**config.mk**
```make
export PLATFORM = sky130hd
export DESIGN_NAME = bip_sequencer_flat
export DESIGN_NICKNAME = d
export VERILOG_FILES = /design/src/rtl/bip_sequencer_if.sv /design/src/rtl/bip_sequencer.sv /design/src/flat_wrapper.sv
export SDC_FILE = /design/constraint.sdc
export NUM_CORES = 1
export LEC_CHECK = 0
export CORE_AREA = 2 2 76 57
export CTS_BUF_LIST = sky130_fd_sc_hd__clkbuf_8 sky130_fd_sc_hd__clkbuf_16
export DETAILED_ROUTE_END_ITERATION = 8
export DIE_AREA = 0 0 78 59
export PLACE_DENSITY_LB_ADDON = 0.08
export SLEW_MARGIN = 15
export SYNTH_ARGS = -nofsm -noshare
export SYNTH_HDL_FRONTEND = slang
export SYNTH_SLANG_ARGS = --single-unit
```
**constraint.sdc**
```tcl
create_clock -name clk -period 2.18 [get_ports clk]
set_clock_uncertainty 0.1 [all_clocks]
set_input_delay 0.436 -clock clk [delete_from_list [all_inputs] [get_ports clk]]
set_output_delay 0.436 -clock clk [all_outputs]
set_load 0.05 [all_outputs]
```
**src/rtl/bip_sequencer_if.sv**
```systemverilog
// Control bus between the bip_sequencer and the CPU datapath / memories.
//   start        : leave IDLE and begin fetching
//   opcode       : instruction opcode field, sampled in DECODE
//   mem_ack      : data memory read data valid
//   rd_instr     : instruction memory read strobe
//   rd_ram       : data memory read request
//   wr_ram       : data memory write strobe
//   wr_acc       : accumulator enable
//   sel_a        : accumulator mux (00 mem, 01 imm, 10 ALU)
//   sel_b        : ALU operand B (0 mem, 1 imm)
//   alu_op       : 0 add, 1 subtract
//   wr_pc        : PC increment pulse
//   halt         : processor halted
//   fault        : sticky illegal-opcode / memory-timeout flag
//   instr_count  : saturating retired-instruction count
// master = sequencer side, slave = datapath/environment side.
interface bip_sequencer_if #(
    parameter int unsigned OPCODE_BITS = 5,
    parameter int unsigned CNT_BITS    = 16
);
    logic                   start;
    logic [OPCODE_BITS-1:0] opcode;
    logic                   mem_ack;
    logic                   rd_instr;
    logic                   rd_ram;
    logic                   wr_ram;
    logic                   wr_acc;
    logic [1:0]             sel_a;
    logic                   sel_b;
    logic                   alu_op;
    logic                   wr_pc;
    logic                   halt;
    logic                   fault;
    logic [CNT_BITS-1:0]    instr_count;

    modport master (
        input  start, opcode, mem_ack,
        output rd_instr, rd_ram, wr_ram, wr_acc, sel_a, sel_b, alu_op,
               wr_pc, halt, fault, instr_count
    );

    modport slave (
        output start, opcode, mem_ack,
        input  rd_instr, rd_ram, wr_ram, wr_acc, sel_a, sel_b, alu_op,
               wr_pc, halt, fault, instr_count
    );
endinterface

```
**src/rtl/bip_sequencer.sv**
```systemverilog
// Multi-cycle control unit for the 16-bit accumulator CPU.
// Fetches, decodes a 5-bit opcode, drives accumulator/ALU selects, PC
// advance and data-memory strobes, waits on a variable-latency data memory
// with a timeout, halts on HLT or fault and counts retired instructions.
// Ports:
//   clk   : system clock, rising edge
//   rst_n : asynchronous active-low reset
//   bus   : bip_sequencer_if.master control bus (see interface header)
// All bus outputs are registered and decoded from the next state.
module bip_sequencer #(
    parameter int unsigned OPCODE_BITS    = 5,
    parameter int unsigned TIMEOUT_CYCLES = 15,
    parameter int unsigned CNT_BITS       = 16
) (
    input  logic            clk,
    input  logic            rst_n,
    bip_sequencer_if.master bus
);
    localparam int unsigned TW = $clog2(TIMEOUT_CYCLES + 1);

    typedef logic [OPCODE_BITS-1:0] op_t;

    localparam op_t OP_HLT  = op_t'(0);
    localparam op_t OP_STO  = op_t'(1);
    localparam op_t OP_LD   = op_t'(2);
    localparam op_t OP_LDI  = op_t'(3);
    localparam op_t OP_ADD  = op_t'(4);
    localparam op_t OP_ADDI = op_t'(5);
    localparam op_t OP_SUB  = op_t'(6);
    localparam op_t OP_SUBI = op_t'(7);

    typedef enum logic [2:0] {
        S_IDLE,
        S_FETCH,
        S_DECODE,
        S_MEMRD,
        S_EXEC,
        S_STORE,
        S_HALT
    } state_t;

    state_t              state;
    op_t                 opcode_q;
    logic [TW-1:0]       tcnt;
    logic                rd_instr_q;
    logic                rd_ram_q;
    logic                wr_ram_q;
    logic                wr_acc_q;
    logic [1:0]          sel_a_q;
    logic                sel_b_q;
    logic                alu_op_q;
    logic                wr_pc_q;
    logic                halt_q;
    logic                fault_q;
    logic [CNT_BITS-1:0] count_q;

    // {sel_a, sel_b, alu_op} for the EXEC cycle of each accumulator op
    function automatic logic [3:0] exec_sel(input op_t op);
        case (op)
            OP_LD:   return 4'b00_0_0;
            OP_LDI:  return 4'b01_0_0;
            OP_ADD:  return 4'b10_0_0;
            OP_SUB:  return 4'b10_0_1;
            OP_ADDI: return 4'b10_1_0;
            OP_SUBI: return 4'b10_1_1;
            default: return 4'b00_0_0;
        endcase
    endfunction

    function automatic logic [CNT_BITS-1:0] sat_inc(input logic [CNT_BITS-1:0] v);
        return (v == '1) ? v : v + CNT_BITS'(1);
    endfunction

    always_ff @(posedge clk or negedge rst_n) begin
        if (!rst_n) begin
            state      <= S_IDLE;
            opcode_q   <= '0;
            tcnt       <= '0;
            rd_instr_q <= 1'b0;
            rd_ram_q   <= 1'b0;
            wr_ram_q   <= 1'b0;
            wr_acc_q   <= 1'b0;
            sel_a_q    <= '0;
            sel_b_q    <= 1'b0;
            alu_op_q   <= 1'b0;
            wr_pc_q    <= 1'b0;
            halt_q     <= 1'b0;
            fault_q    <= 1'b0;
            count_q    <= '0;
        end else begin
            // strobes default low; halt and fault are sticky
            rd_instr_q <= 1'b0;
            rd_ram_q   <= 1'b0;
            wr_ram_q   <= 1'b0;
            wr_acc_q   <= 1'b0;
            sel_a_q    <= '0;
            sel_b_q    <= 1'b0;
            alu_op_q   <= 1'b0;
            wr_pc_q    <= 1'b0;

            case (state)
                S_IDLE: begin
                    if (bus.start) begin
                        state      <= S_FETCH;
                        rd_instr_q <= 1'b1;
                    end
                end

                S_FETCH: state <= S_DECODE;

                S_DECODE: begin
                    opcode_q <= bus.opcode;
                    case (bus.opcode)
                        OP_HLT: begin
                            state  <= S_HALT;
                            halt_q <= 1'b1;
                        end
                        OP_STO: begin
                            state    <= S_STORE;
                            wr_ram_q <= 1'b1;
                            wr_pc_q  <= 1'b1;
                            count_q  <= sat_inc(count_q);
                        end
                        OP_LD, OP_ADD, OP_SUB: begin
                            state    <= S_MEMRD;
                            rd_ram_q <= 1'b1;
                            tcnt     <= '0;
                        end
                        OP_LDI, OP_ADDI, OP_SUBI: begin
                            state    <= S_EXEC;
                            wr_acc_q <= 1'b1;
                            wr_pc_q  <= 1'b1;
                            {sel_a_q, sel_b_q, alu_op_q} <= exec_sel(bus.opcode);
                            count_q  <= sat_inc(count_q);
                        end
                        default: begin
                            // Illegal opcode retires as a NOP: its PC pulse
                            // rides on the following FETCH cycle.
                            state      <= S_FETCH;
                            rd_instr_q <= 1'b1;
                            wr_pc_q    <= 1'b1;
                            fault_q    <= 1'b1;
                            count_q    <= sat_inc(count_q);
                        end
                    endcase
                end

                S_MEMRD: begin
                    if (bus.mem_ack) begin
                        state    <= S_EXEC;
                        tcnt     <= '0;
                        wr_acc_q <= 1'b1;
                        wr_pc_q  <= 1'b1;
                        {sel_a_q, sel_b_q, alu_op_q} <= exec_sel(opcode_q);
                        count_q  <= sat_inc(count_q);
                    end else if (tcnt == TW'(TIMEOUT_CYCLES - 1)) begin
                        // this cycle is the TIMEOUT_CYCLES-th wait without ack
                        state   <= S_HALT;
                        tcnt    <= '0;
                        halt_q  <= 1'b1;
                        fault_q <= 1'b1;
                    end else begin
                        tcnt     <= tcnt + TW'(1);
                        rd_ram_q <= 1'b1;
                    end
                end

                S_EXEC, S_STORE: begin
                    state      <= S_FETCH;
                    rd_instr_q <= 1'b1;
                end

                S_HALT: state <= S_HALT;

                default: state <= S_IDLE;
            endcase
        end
    end

    assign bus.rd_instr    = rd_instr_q;
    assign bus.rd_ram      = rd_ram_q;
    assign bus.wr_ram      = wr_ram_q;
    assign bus.wr_acc      = wr_acc_q;
    assign bus.sel_a       = sel_a_q;
    assign bus.sel_b       = sel_b_q;
    assign bus.alu_op      = alu_op_q;
    assign bus.wr_pc       = wr_pc_q;
    assign bus.halt        = halt_q;
    assign bus.fault       = fault_q;
    assign bus.instr_count = count_q;
endmodule

```
**src/flat_wrapper.sv**
```systemverilog
// flat-port wrapper written by rule: the top's interface ports become plain ports
module bip_sequencer_flat 
#(
    parameter int unsigned OPCODE_BITS    = 5,
    parameter int unsigned TIMEOUT_CYCLES = 15,
    parameter int unsigned CNT_BITS       = 16
)
  (clk, rst_n, bus_start, bus_opcode, bus_mem_ack, bus_rd_instr, bus_rd_ram, bus_wr_ram, bus_wr_acc, bus_sel_a, bus_sel_b, bus_alu_op, bus_wr_pc, bus_halt, bus_fault, bus_instr_count);
  bip_sequencer_if #(.OPCODE_BITS(OPCODE_BITS), .CNT_BITS(CNT_BITS)) bus_i ();
  input  logic clk;
  input  logic rst_n;
  input wire logic [$bits(bus_i.start)-1:0] bus_start;
  input wire logic [$bits(bus_i.opcode)-1:0] bus_opcode;
  input wire logic [$bits(bus_i.mem_ack)-1:0] bus_mem_ack;
  output wire logic [$bits(bus_i.rd_instr)-1:0] bus_rd_instr;
  output wire logic [$bits(bus_i.rd_ram)-1:0] bus_rd_ram;
  output wire logic [$bits(bus_i.wr_ram)-1:0] bus_wr_ram;
  output wire logic [$bits(bus_i.wr_acc)-1:0] bus_wr_acc;
  output wire logic [$bits(bus_i.sel_a)-1:0] bus_sel_a;
  output wire logic [$bits(bus_i.sel_b)-1:0] bus_sel_b;
  output wire logic [$bits(bus_i.alu_op)-1:0] bus_alu_op;
  output wire logic [$bits(bus_i.wr_pc)-1:0] bus_wr_pc;
  output wire logic [$bits(bus_i.halt)-1:0] bus_halt;
  output wire logic [$bits(bus_i.fault)-1:0] bus_fault;
  output wire logic [$bits(bus_i.instr_count)-1:0] bus_instr_count;
  assign bus_i.start = bus_start;
  assign bus_i.opcode = bus_opcode;
  assign bus_i.mem_ack = bus_mem_ack;
  assign bus_rd_instr = bus_i.rd_instr;
  assign bus_rd_ram = bus_i.rd_ram;
  assign bus_wr_ram = bus_i.wr_ram;
  assign bus_wr_acc = bus_i.wr_acc;
  assign bus_sel_a = bus_i.sel_a;
  assign bus_sel_b = bus_i.sel_b;
  assign bus_alu_op = bus_i.alu_op;
  assign bus_wr_pc = bus_i.wr_pc;
  assign bus_halt = bus_i.halt;
  assign bus_fault = bus_i.fault;
  assign bus_instr_count = bus_i.instr_count;
  bip_sequencer #(.OPCODE_BITS(OPCODE_BITS), .TIMEOUT_CYCLES(TIMEOUT_CYCLES), .CNT_BITS(CNT_BITS)) u_core (.clk(clk), .rst_n(rst_n), .bus(bus_i));
endmodule
```
==> impl_results.md, run 1 <==
* Net count of the finished layout at 238
* Critical path capture point type: output pin
* Site Rows at 19
* Area share of the leading cell type in the synthesized netlist at 0.513
* Final setup violation count at 0
* Post-CTS setup-driven buffer insertion count at 0
* Fraction of the mapped netlist area in compound gates at 0.109
* Number of diodes added for antenna fixing at 0
* Highest fanout seen on the critical path at 7
* Die footprint at 4600 um^2
* Area share of and/or/nand/nor cells after synthesis at 0.244
* Initial cell density of the core at 0.500
* Critical path class: reg -> out
* Cell types with the highest counts after synthesis: dfrtp_1, nand2_1, xor2_1
* Top-count cell post-synth: dfrtp_1
* Number of antenna violations at the first check in global routing at 0
* Grt ovf at 0
* Placement Cell Area at 2380 um^2
* Number of max-slew violations in the final report at 0
* Sequential cell area fraction in the yosys report at 0.513
* Design Area, Final at around 2500 um^2
* Clk Latency, worst-skew pair at between 200 and 300 ps
* Critical path buffers and inverters at 1
* Unrepaired setup endpoints after global routing: false
* Power per unit of standard cell area at 1080 nW/um^2
* Number of top-level design ports at 36
* Clk Tree Root Cell: clkbuf_8
* DP Cell Count at approximately 270
* Horiz. Die Dim at 78 um
* Arrival time at the worst endpoint at 1600 ps
* Via count at 1498
* Number of synthesized register bits at 39
* Max-capacitance violation count at 0
* Run status: finished, final reports clean
* Synth top area cells: dfrtp_1, xor2_1, nand2_1, o21ai_0, nor3_1
* Non-filler cells in the finished layout at 279
* CTS hold repair buffers at 0
* Maximum buffer depth of the clock tree at 2
* First-pass detailed-route iteration total at 4
* VDD IR-drop max at 0.00117 V
* Fin crit period at 2130 ps
* Synth-to-layout area growth at 29.9%
* Endpoints failing hold at 0
* Routability congestion estimate at 0.799
* Height of the chip at 59 um
* Worst-path clk slew at approximately 70 ps
* Total number of yosys warnings at 0
* Leakage power total at 1.15 nW
* Drt via density at 5.37
* Dominant cell type by area after synthesis: dfrtp_1
* Total half-perimeter wirelength after legalization and detailed placement at a little under 3000 um
* Final clock period utilization by the worst path at 0.978
* Vias in the first global route at ~1400
* GR Util All Layers at 0.190
* Total DRC errors in the routed layout at 0
* Sequential cell area at about 980 um^2
* Total wire length at 3990 um
* Pin count of the biggest net entering global routing at 40
* Fraction of the mapped netlist area in adder cells at 0.0197
* Mean post-synth cell area at 10.9 um^2
* Routed length per placed instance at between 10 and 15 um
* Kind of cell adding the most delay to the critical path: buffers and inverters
* Max-slew headroom at 0.657
* CTS H-tree depth at 2
* FMAX at 0.469 GHz
* Final TNS setup at 0 ps
* Chain of cells forming the critical path: clkdlybuf4s50_1
* Residual antenna-violating net count after detailed routing at 0
* Slew @ Worst Pin at 513 ps
* Cell with the biggest individual delay on the critical path: clkdlybuf4s50_1
* Filler instances at between 300 and 400
* Clock tree from TritonCTS: done
* Footprint of the multi-input gates at 871 um^2
* Number of instances resized during post-cts repair at 0
* Synthesized net count at 187
* Mapped cell area at about 1900 um^2
* Kind of start point of the critical path: register
* Dominant register cell in the synthesized netlist: dfrtp_1
* Post-synth EDFFs at 0
* Xor and xnor area share after synthesis at 0.0599
* Gate Count Post-Synth at 175
* Biggest cell delay along the critical path at 850 ps
* Fraction of layout instances using a drive strength above 1 at 0.181
* First DRT Iteration DRCs at 62
* Distinct cells, synth at approximately 50
* Data required time of the worst path at 1640 ps
* Share of flip-flops with an asynchronous set or reset after synthesis at 1.00
* Clock buffer count from CTS at 5
* Utilization after layout at 0.649
* Area of the placeable core at 3800 um^2
* Count of buffers from port buffering at 35
* Global-route wire length before repair at 6640 um
* Main combinational cell family by area after synthesis: simple AND/OR/NAND/NOR gates
* Clock Sinks at 39
* Class of the most critical hold timing path: in -> async
* Share of synthesized area spent on multiplexers at 0.0257
* Final hold slack at 82.0 ps
[kinds of logic (layout without fill, tap and decap cells)]
family,count (synthesis),count (layout)
buf+inv,11,63
compound gates,32,32
simple gates,73,73
xor+xnor,13,13
flops,39,39
mux,4,4
fa+ha+maj,3,3
[power by group]
| group | switching, W | internal [W] |
|---|---|---|
| logic | 0.000701 | 0.000440 |
| clock network | 0.000242 | 0.000215 |
| registers | 0.000173 | 0.000905 |
[cells in the final DEF (no fill, tap or decap), types with 3 or more instances in the layout]
cell type,netlist,final
a21oi_1,5,5
and4_1,3,3
buf_4,1,15
clkbuf_8,0,5
clkdlybuf4s50_1,0,31
dfrtp_1,39,39
ha_1,3,3
inv_1,6,8
mux2_2,3,3
nand2_1,15,15
nand3_1,7,7
nand4_1,3,3
nor2_1,9,9
nor3_1,9,9
nor4_2,3,3
o21ai_0,11,11
xor2_1,12,12
[per-stage QoR]
stage	setup WS (ps)	total power [W]
after global placement	17.7	0.00219
after floorplan	77.5	0.00185
after CTS	42.5	0.00269
after detailed placement	-18.0	0.00223
final	48.0	0.00268
after global routing	3.27	0.00285
[area by class of cell]
cell class	count	share of cell area
clock inverters	3	0.00507
flip-flops and latches	39	0.395
clock buffers	5	0.0279
repair buffers	49	0.183
inverters	6	0.00912
multi-input cells	125	0.353
well taps	52	0.0264
[metal layers]
layer,up-vias,GRT usage,wire length [um]
met5,-,0,0
met4,0,0.0777,43
met3,5,0.0534,200
met2,31,0.271,1680
met1,726,0.276,2070
li1,736,-,-
[flip-flops by register name, indices dropped and copies added (netlist names)]
signal and flops:
u_core.bus.alu_op 1, u_core.bus.halt 1, u_core.state 3, u_core.bus.instr_count 16
u_core.bus.wr_pc 1, u_core.bus.wr_ram 1, u_core.bus.rd_ram 1, u_core.tcnt 4
u_core.bus.rd_instr 1, u_core.bus.fault 1, u_core.opcode_q 5, u_core.bus.sel_a 2
u_core.bus.wr_acc 1, u_core.bus.sel_b 1
[final timing paths]
path / startpoint / to / slack, ps / cells past startpoint
setup reg to reg: u_core.state[2] / u_core.bus.instr_count[11] / 270 / 4
min in group clk: u_core.bus.fault / u_core.bus.fault / 390 / 1
hold / removal: rst_n / u_core.bus.halt / 80 / 2
setup / recovery: u_core.bus.instr_count[4] / bus_instr_count[4] / 50 / 1
max in group asynchronous: rst_n / u_core.bus.instr_count[13] / 1550 / 2
hold reg to reg: u_core.bus.fault / u_core.bus.fault / 390 / 1
Power figures use the tool's default switching activity.
==> run 2, diff against run 1 <==
--- a/config.mk
+++ b/config.mk
@@ -5,10 +5,10 @@
 export SDC_FILE = /design/constraint.sdc
 export NUM_CORES = 1
 export LEC_CHECK = 0
-export CORE_AREA = 2 2 76 57
+export CORE_AREA = 2 2 62 70
 export CTS_BUF_LIST = sky130_fd_sc_hd__clkbuf_8 sky130_fd_sc_hd__clkbuf_16
 export DETAILED_ROUTE_END_ITERATION = 8
-export DIE_AREA = 0 0 78 59
+export DIE_AREA = 0 0 64 72
 export PLACE_DENSITY_LB_ADDON = 0.08
 export SLEW_MARGIN = 15
 export SYNTH_ARGS = -nofsm -noshare
==> impl_results.md, run 2 (synthesized netlist as in run 1, its figures left out) <==
* Kind of start point of the critical path: register (unchanged)
* Worst-case setup margin in the final layout at 51.7 ps (was 48.0 ps)
* Maximum buffer depth of the clock tree at 2 (unchanged)
* Critical path capture point type: output pin (unchanged)
* Unrepaired setup endpoints after global routing: false (unchanged)
* Chain of cells forming the critical path: clkdlybuf4s50_1 (unchanged)
* Via count at 1532 (was 1498)
* Slew @ Worst Pin at 575 ps (was 513 ps)
* Flip-flop count of the largest register after layout at 16 (unchanged)
* Number of max-slew violations in the final report at 0 (unchanged)
* CTS H-tree depth at 2 (unchanged)
* Residual antenna-violating net count after detailed routing at 0 (unchanged)
* Clk Tree Root Cell: clkbuf_8 (unchanged)
* Switching power share of the total at 0.394 (was 0.417)
* Place WS at -90.9 ps (was -18.0 ps)
* Worst flop-to-flop path startpoint: u_core.state[2] (unchanged)
* Max-slew headroom at 0.616 (was 0.657)
* Clock tree from TritonCTS: done (unchanged)
* Area of the placeable core at 3870 um^2 (was 3800 um^2)
* Total DRC errors in the routed layout at 0 (unchanged)
* Net count of the finished layout at 237 (was 238)
* Global-route wire length before repair at 7010 um (was 6640 um)
* Fin crit period at 2130 ps (about the same)
* Cell with the biggest individual delay on the critical path: clkdlybuf4s50_1 (unchanged)
* Fraction of layout instances using a drive strength above 1 at 0.186 (was 0.181)
* Site Rows at 24 (was 19)
* Met2 track utilization from global routing at 0.338 (was 0.271)
* Routability congestion estimate at 0.824 (was 0.799)
* Clock share of power at 0.219 (was 0.171)
* Height of the chip at 72 um (was 59 um)
* Number of antenna violations at the first check in global routing at 0 (unchanged)
* Most common library cell in the layout ignoring fill and taps: dfrtp_1 (unchanged)
* Run status: finished, final reports clean (unchanged)
* Leakage power total at 1.17 nW (was 1.15 nW)
* Met1 global-route usage at 0.234 (was 0.276)
* Routing usage on met3 at 0.0434 (was 0.0534)
* Number of top-level design ports at 36 (unchanged)
* Pint at 0.00172 W (was 0.00156 W)
* Arrival time at the worst endpoint at 1590 ps (was 1600 ps)
* Synth-to-layout area growth at 31.5% (was 29.9%)
* DP Cell Count at 270 (was 271)
* Share of total power in combinational logic at 0.400 (was 0.427)
* Number of diodes added for antenna fixing at 0 (unchanged)
* First-pass detailed-route iteration total at 4 (unchanged)
* GR Util All Layers at 0.199 (was 0.190)
* Kind of cell adding the most delay to the critical path: buffers and inverters (unchanged)
* Worst-path clk slew at 80 ps (was 70 ps)
* Filler instances at 309 (was 312)
* Switching component of the power at 0.00112 W (about the same)
* Die footprint at 4610 um^2 (was 4600 um^2)
* Horiz. Die Dim at 64 um (was 78 um)
* Critical path buffers and inverters at 1 (unchanged)
* Routed length per placed instance at 14.9 um (was 14.3 um)
* Class of the most critical hold timing path: in -> async (unchanged)
* Placement Cell Area at 2370 um^2 (was 2380 um^2)
* Initial cell density of the core at 0.491 (was 0.500)
* Data required time of the worst path at 1640 ps (about the same)
* Utilization after layout at 0.645 (was 0.649)
* Clock Sinks at 39 (unchanged)
* Max-capacitance violation count at 0 (unchanged)
* Pin count of the biggest net entering global routing at 26 (was 40)
* Design Area, Final at 2500 um^2 (was 2470 um^2)
* Highest-utilization routing layer at the global route stage: met2 (was met1)
* Biggest cell delay along the critical path at 850 ps (about the same)
* Critical path startpoint: u_core.bus.instr_count[10] (was u_core.bus.instr_count[4])
* Overall power after layout at 0.00285 W (was 0.00268 W)
* Vias in the first global route at 1555 (was 1425)
* Total half-perimeter wirelength after legalization and detailed placement at 3070 um (was 2930 um)
* Drt via density at 5.51 (was 5.37)
* Power per unit of standard cell area at 1140 nW/um^2 (was 1080 nW/um^2)
* Final clock period utilization by the worst path at 0.976 (was 0.978)
* VDD IR-drop max at 0.000705 V (was 0.00117 V)
* Final setup violation count at 0 (unchanged)
* Clock buffer count from CTS at 5 (unchanged)
* Critical path class: reg -> out (unchanged)
* Grt ovf at 0 (unchanged)
* First DRT Iteration DRCs at 86 (was 62)
* Highest fanout seen on the critical path at 6 (was 7)
* Count of buffers from port buffering at 35 (unchanged)
* FMAX at 0.470 GHz (was 0.469 GHz)
* Sequential share of power at 0.381 (was 0.403)
* Clk Latency, worst-skew pair at 300 ps (was 290 ps)
* Endpoints failing hold at 0 (unchanged)
* Highest-count cells in the layout ignoring fill and taps: dfrtp_1, clkdlybuf4s50_1, nand2_1, buf_4, xor2_1 (unchanged)
* Non-filler cells in the finished layout at 278 (was 279)
* Total wire length at 4130 um (was 3990 um)
==> run 2: final timing paths <==
| check | to | slack, ps | cells after the start |
|---|---|---|---|
| setup / recovery | bus_instr_count[10] | 50 | 1 |
| hold / removal | u_core.bus.rd_ram | 30 | 1 |
| hold reg to reg | u_core.bus.fault | 390 | 1 |
| setup reg to reg | u_core.opcode_q[2] | 230 | 4 |
| max in group asynchronous | u_core.bus.sel_a[1] | 1420 | 2 |
| min in group clk | u_core.bus.fault | 390 | 1 |
==> run 2: power groups by stage <==
stage	combinational (W)	clock (W)	sequential [W]
final	0.00114	0.000623	0.00108
after global routing	0.00122	0.000661	0.00111
after CTS	0.00115	0.000638	0.00108
after detailed placement	0.00115	0	0.00109
after global placement	0.00112	0	0.00108
after floorplan	0.000482	0	0.00137
==> run 2: area by class of cell <==
cell class / instances / area, um^2 / area share
inverters: 6 / 22.5 / 0.00901
well taps: 52 / 65.1 / 0.0260
multi-input cells: 125 / 871 / 0.348
clock buffers: 6 / 82.6 / 0.0330
repair buffers: 48 / 448 / 0.179
flip-flops and latches: 39 / 976 / 0.390
clock inverters: 2 / 35.0 / 0.0140
==> run 2: routing by layer <==
layer / wire length, um / up-vias / part of all wire
met1: 1760 / 742 / 0.43
met4: 98 / 0 / 0.024
met5: 0 / - / 0
met3: 182 / 10 / 0.044
met2: 2090 / 46 / 0.51
li1: - / 734 / -
==> run 2: what timing repair did <==
action                                  in CTS  in global routing
endpoints found under the setup margin       0                  3
gates resized for setup                      0                  3
hold buffers                                 0                  0
buffers inserted                             0                  0
==> run 2: metrics by stage <==
stage          TNS [ps]  hold slack, ps
2_1_floorplan         0            40.4
3_3_place_gp      -23.9             355
3_5_place_dp       -221             365
4_1_cts               0            38.8
5_1_grt               0            68.3
6_report              0            25.2
==> run 3, diff against run 2 <==
--- a/config.mk
+++ b/config.mk
@@ -9,7 +9,7 @@
 export CTS_BUF_LIST = sky130_fd_sc_hd__clkbuf_8 sky130_fd_sc_hd__clkbuf_16
 export DETAILED_ROUTE_END_ITERATION = 8
 export DIE_AREA = 0 0 64 72
-export PLACE_DENSITY_LB_ADDON = 0.08
+export PLACE_DENSITY = 0.74
 export SLEW_MARGIN = 15
 export SYNTH_ARGS = -nofsm -noshare
 export SYNTH_HDL_FRONTEND = slang
==> impl_results.md, run 3 (synthesized netlist as in run 1, its figures left out) <==
* Run status: finished, final reports clean (unchanged)
* First-pass detailed-route iteration total at 4 (unchanged)
* Max-slew headroom at 0.660 (was 0.616)
* Height of the chip at 72 um (unchanged)
* Highest fanout seen on the critical path at 6 (unchanged)
* Clk Latency, worst-skew pair at 290 ps (was 300 ps)
* Arrival time at the worst endpoint at 1600 ps (was 1590 ps)
* Residual antenna-violating net count after detailed routing at 0 (unchanged)
* R2R cell count at 5 (was 4)
* Final clock period utilization by the worst path at 0.979 (was 0.976)
* Worst path depth at 1 (unchanged)
* Clock Sinks at 39 (unchanged)
* FMAX at 0.469 GHz (was 0.470 GHz)
* Via count at 1486 (was 1532)
* Critical path capture point type: output pin (unchanged)
* Grt ovf at 0 (unchanged)
* Maximum buffer depth of the clock tree at 2 (unchanged)
* Max-capacitance violation count at 0 (unchanged)
* Placement Cell Area at 2350 um^2 (was 2370 um^2)
* Sequential cell area at 976 um^2 (unchanged)
* Kind of start point of the critical path: register (unchanged)
* Global-route wire length before repair at 6960 um (was 7010 um)
* CTS hold repair buffers at 0 (unchanged)
* Site Rows at 24 (unchanged)
* Endpoints failing hold at 0 (unchanged)
* CTS H-tree depth at 2 (unchanged)
* Chain of cells forming the critical path: clkdlybuf4s50_1 (unchanged)
* Net count of the finished layout at 234 (was 237)
* Highest-count cells in the layout ignoring fill and taps: dfrtp_1, clkdlybuf4s50_1, nand2_1, xor2_1, o21ai_0 (was dfrtp_1, clkdlybuf4s50_1, nand2_1, buf_4, xor2_1)
* Vias in the first global route at 1523 (was 1555)
* Fraction of layout instances using a drive strength above 1 at 0.170 (was 0.186)
* Power per unit of standard cell area at 1100 nW/um^2 (was 1140 nW/um^2)
* Fin crit period at 2130 ps (about the same)
* Worst-path clk slew at 80 ps (about the same)
* Biggest cell delay along the critical path at 850 ps (about the same)
* Clock buffer count from CTS at 5 (unchanged)
* Final setup violation count at 0 (unchanged)
* Critical path class: reg -> out (unchanged)
* Total wire length at 3920 um (was 4130 um)
* DP Cell Count at 267 (was 270)
* Initial cell density of the core at 0.491 (unchanged)
* Total DRC errors in the routed layout at 0 (unchanged)
* Number of diodes added for antenna fixing at 0 (unchanged)
* Die footprint at 4610 um^2 (unchanged)
* Number of max-slew violations in the final report at 0 (unchanged)
* VDD IR-drop max at 0.000838 V (was 0.000705 V)
* GR Util All Layers at 0.192 (was 0.199)
* Footprint of the multi-input gates at 871 um^2 (unchanged)
* Area of the placeable core at 3870 um^2 (unchanged)
* Most common library cell in the layout ignoring fill and taps: dfrtp_1 (unchanged)
* Flip-flop count of the largest register after layout at 16 (unchanged)
* Class of the most critical hold timing path: in -> async (unchanged)
* Utilization after layout at 0.633 (was 0.645)
* Leakage power total at 1.14 nW (was 1.17 nW)
* Routability congestion estimate at 0.877 (was 0.824)
* Count of buffers from port buffering at 35 (unchanged)
* Final TNS setup at 0 ps (unchanged)
* Pin count of the biggest net entering global routing at 40 (was 26)
* Drt via density at 5.40 (was 5.51)
* Data required time of the worst path at 1640 ps (about the same)
* Clk Tree Root Cell: clkbuf_8 (unchanged)
* Cell with the biggest individual delay on the critical path: clkdlybuf4s50_1 (unchanged)
* Total half-perimeter wirelength after legalization and detailed placement at 2830 um (was 3070 um)
* Non-filler cells in the finished layout at 275 (was 278)
* Horiz. Die Dim at 64 um (unchanged)
* Unrepaired setup endpoints after global routing: false (unchanged)
* Clock tree from TritonCTS: done (unchanged)
* Critical path buffers and inverters at 1 (unchanged)
* Routed length per placed instance at 14.2 um (was 14.9 um)
* Number of antenna violations at the first check in global routing at 0 (unchanged)
* Slew @ Worst Pin at 505 ps (was 575 ps)
* Synth-to-layout area growth at 29.0% (was 31.5%)
* Filler instances at 306 (was 309)
* Design Area, Final at 2450 um^2 (was 2500 um^2)
* First DRT Iteration DRCs at 92 (was 86)
* Number of top-level design ports at 36 (unchanged)
* Kind of cell adding the most delay to the critical path: buffers and inverters (unchanged)
run 3: changes by cell type in the layout (fill, tap and decap cells not counted):
cell	previous run	this run
clkinvlp_4	0	2
clkdlybuf4s50_1	30	31
buf_4	14	10
clkbuf_8	6	5
bufinv_16	1	0
run 3: timing repair:
action / in CTS / in global routing
buffers inserted: 0 / 0
resized for setup: 0 / 3
hold endpoints to repair: 0 / 0
endpoints found under the setup margin: 0 / 3
run 3: layer usage:
| layer | GRT usage | share of wire |
|---|---|---|
| met2 | 0.317 | 0.49 |
| met1 | 0.241 | 0.45 |
| met4 | 0.0942 | 0.018 |
| met5 | 0 | 0 |
| met3 | 0.0403 | 0.038 |
run 3: final timing paths:
path / start / to / slack [ps]
worst max register to register: u_core.bus.instr_count[0] / u_core.bus.instr_count[1] / 170
max in group asynchronous: rst_n / u_core.opcode_q[1] / 1560
worst max-delay path: u_core.bus.instr_count[8] / bus_instr_count[8] / 50
worst min-delay path: rst_n / u_core.tcnt[1] / 90
worst min register to register: u_core.bus.fault / u_core.bus.fault / 370
min in group clk: u_core.bus.fault / u_core.bus.fault / 370
run 3: cell type report:
class,instances,share of cell area
Sequential cell,39,0.398
Multi-Input combinational cell,125,0.355
Timing Repair Buffer,45,0.175
Clock buffer,5,0.0281
Tap cell,52,0.0265
Inverter,6,0.00919
Clock inverter,3,0.00817
run 3: per-stage QoR:
stage / hold slack (ps) / power, W / setup WS [ps]
after floorplan: 40.4 / 0.00185 / 77.5
after global placement: 353 / 0.00218 / -59.6
after detailed placement: 368 / 0.00222 / -116
after CTS: 101 / 0.00271 / 24.9
after global routing: 139 / 0.00286 / 1.91
final: 86.9 / 0.00269 / 45.6
run 3: where the power goes:
part / internal, W / switching, W
Clock: 0.000223 / 0.000262
Sequential: 0.000904 / 0.000173
Combinational: 0.000439 / 0.000686
Total: 0.00157 / 0.00112
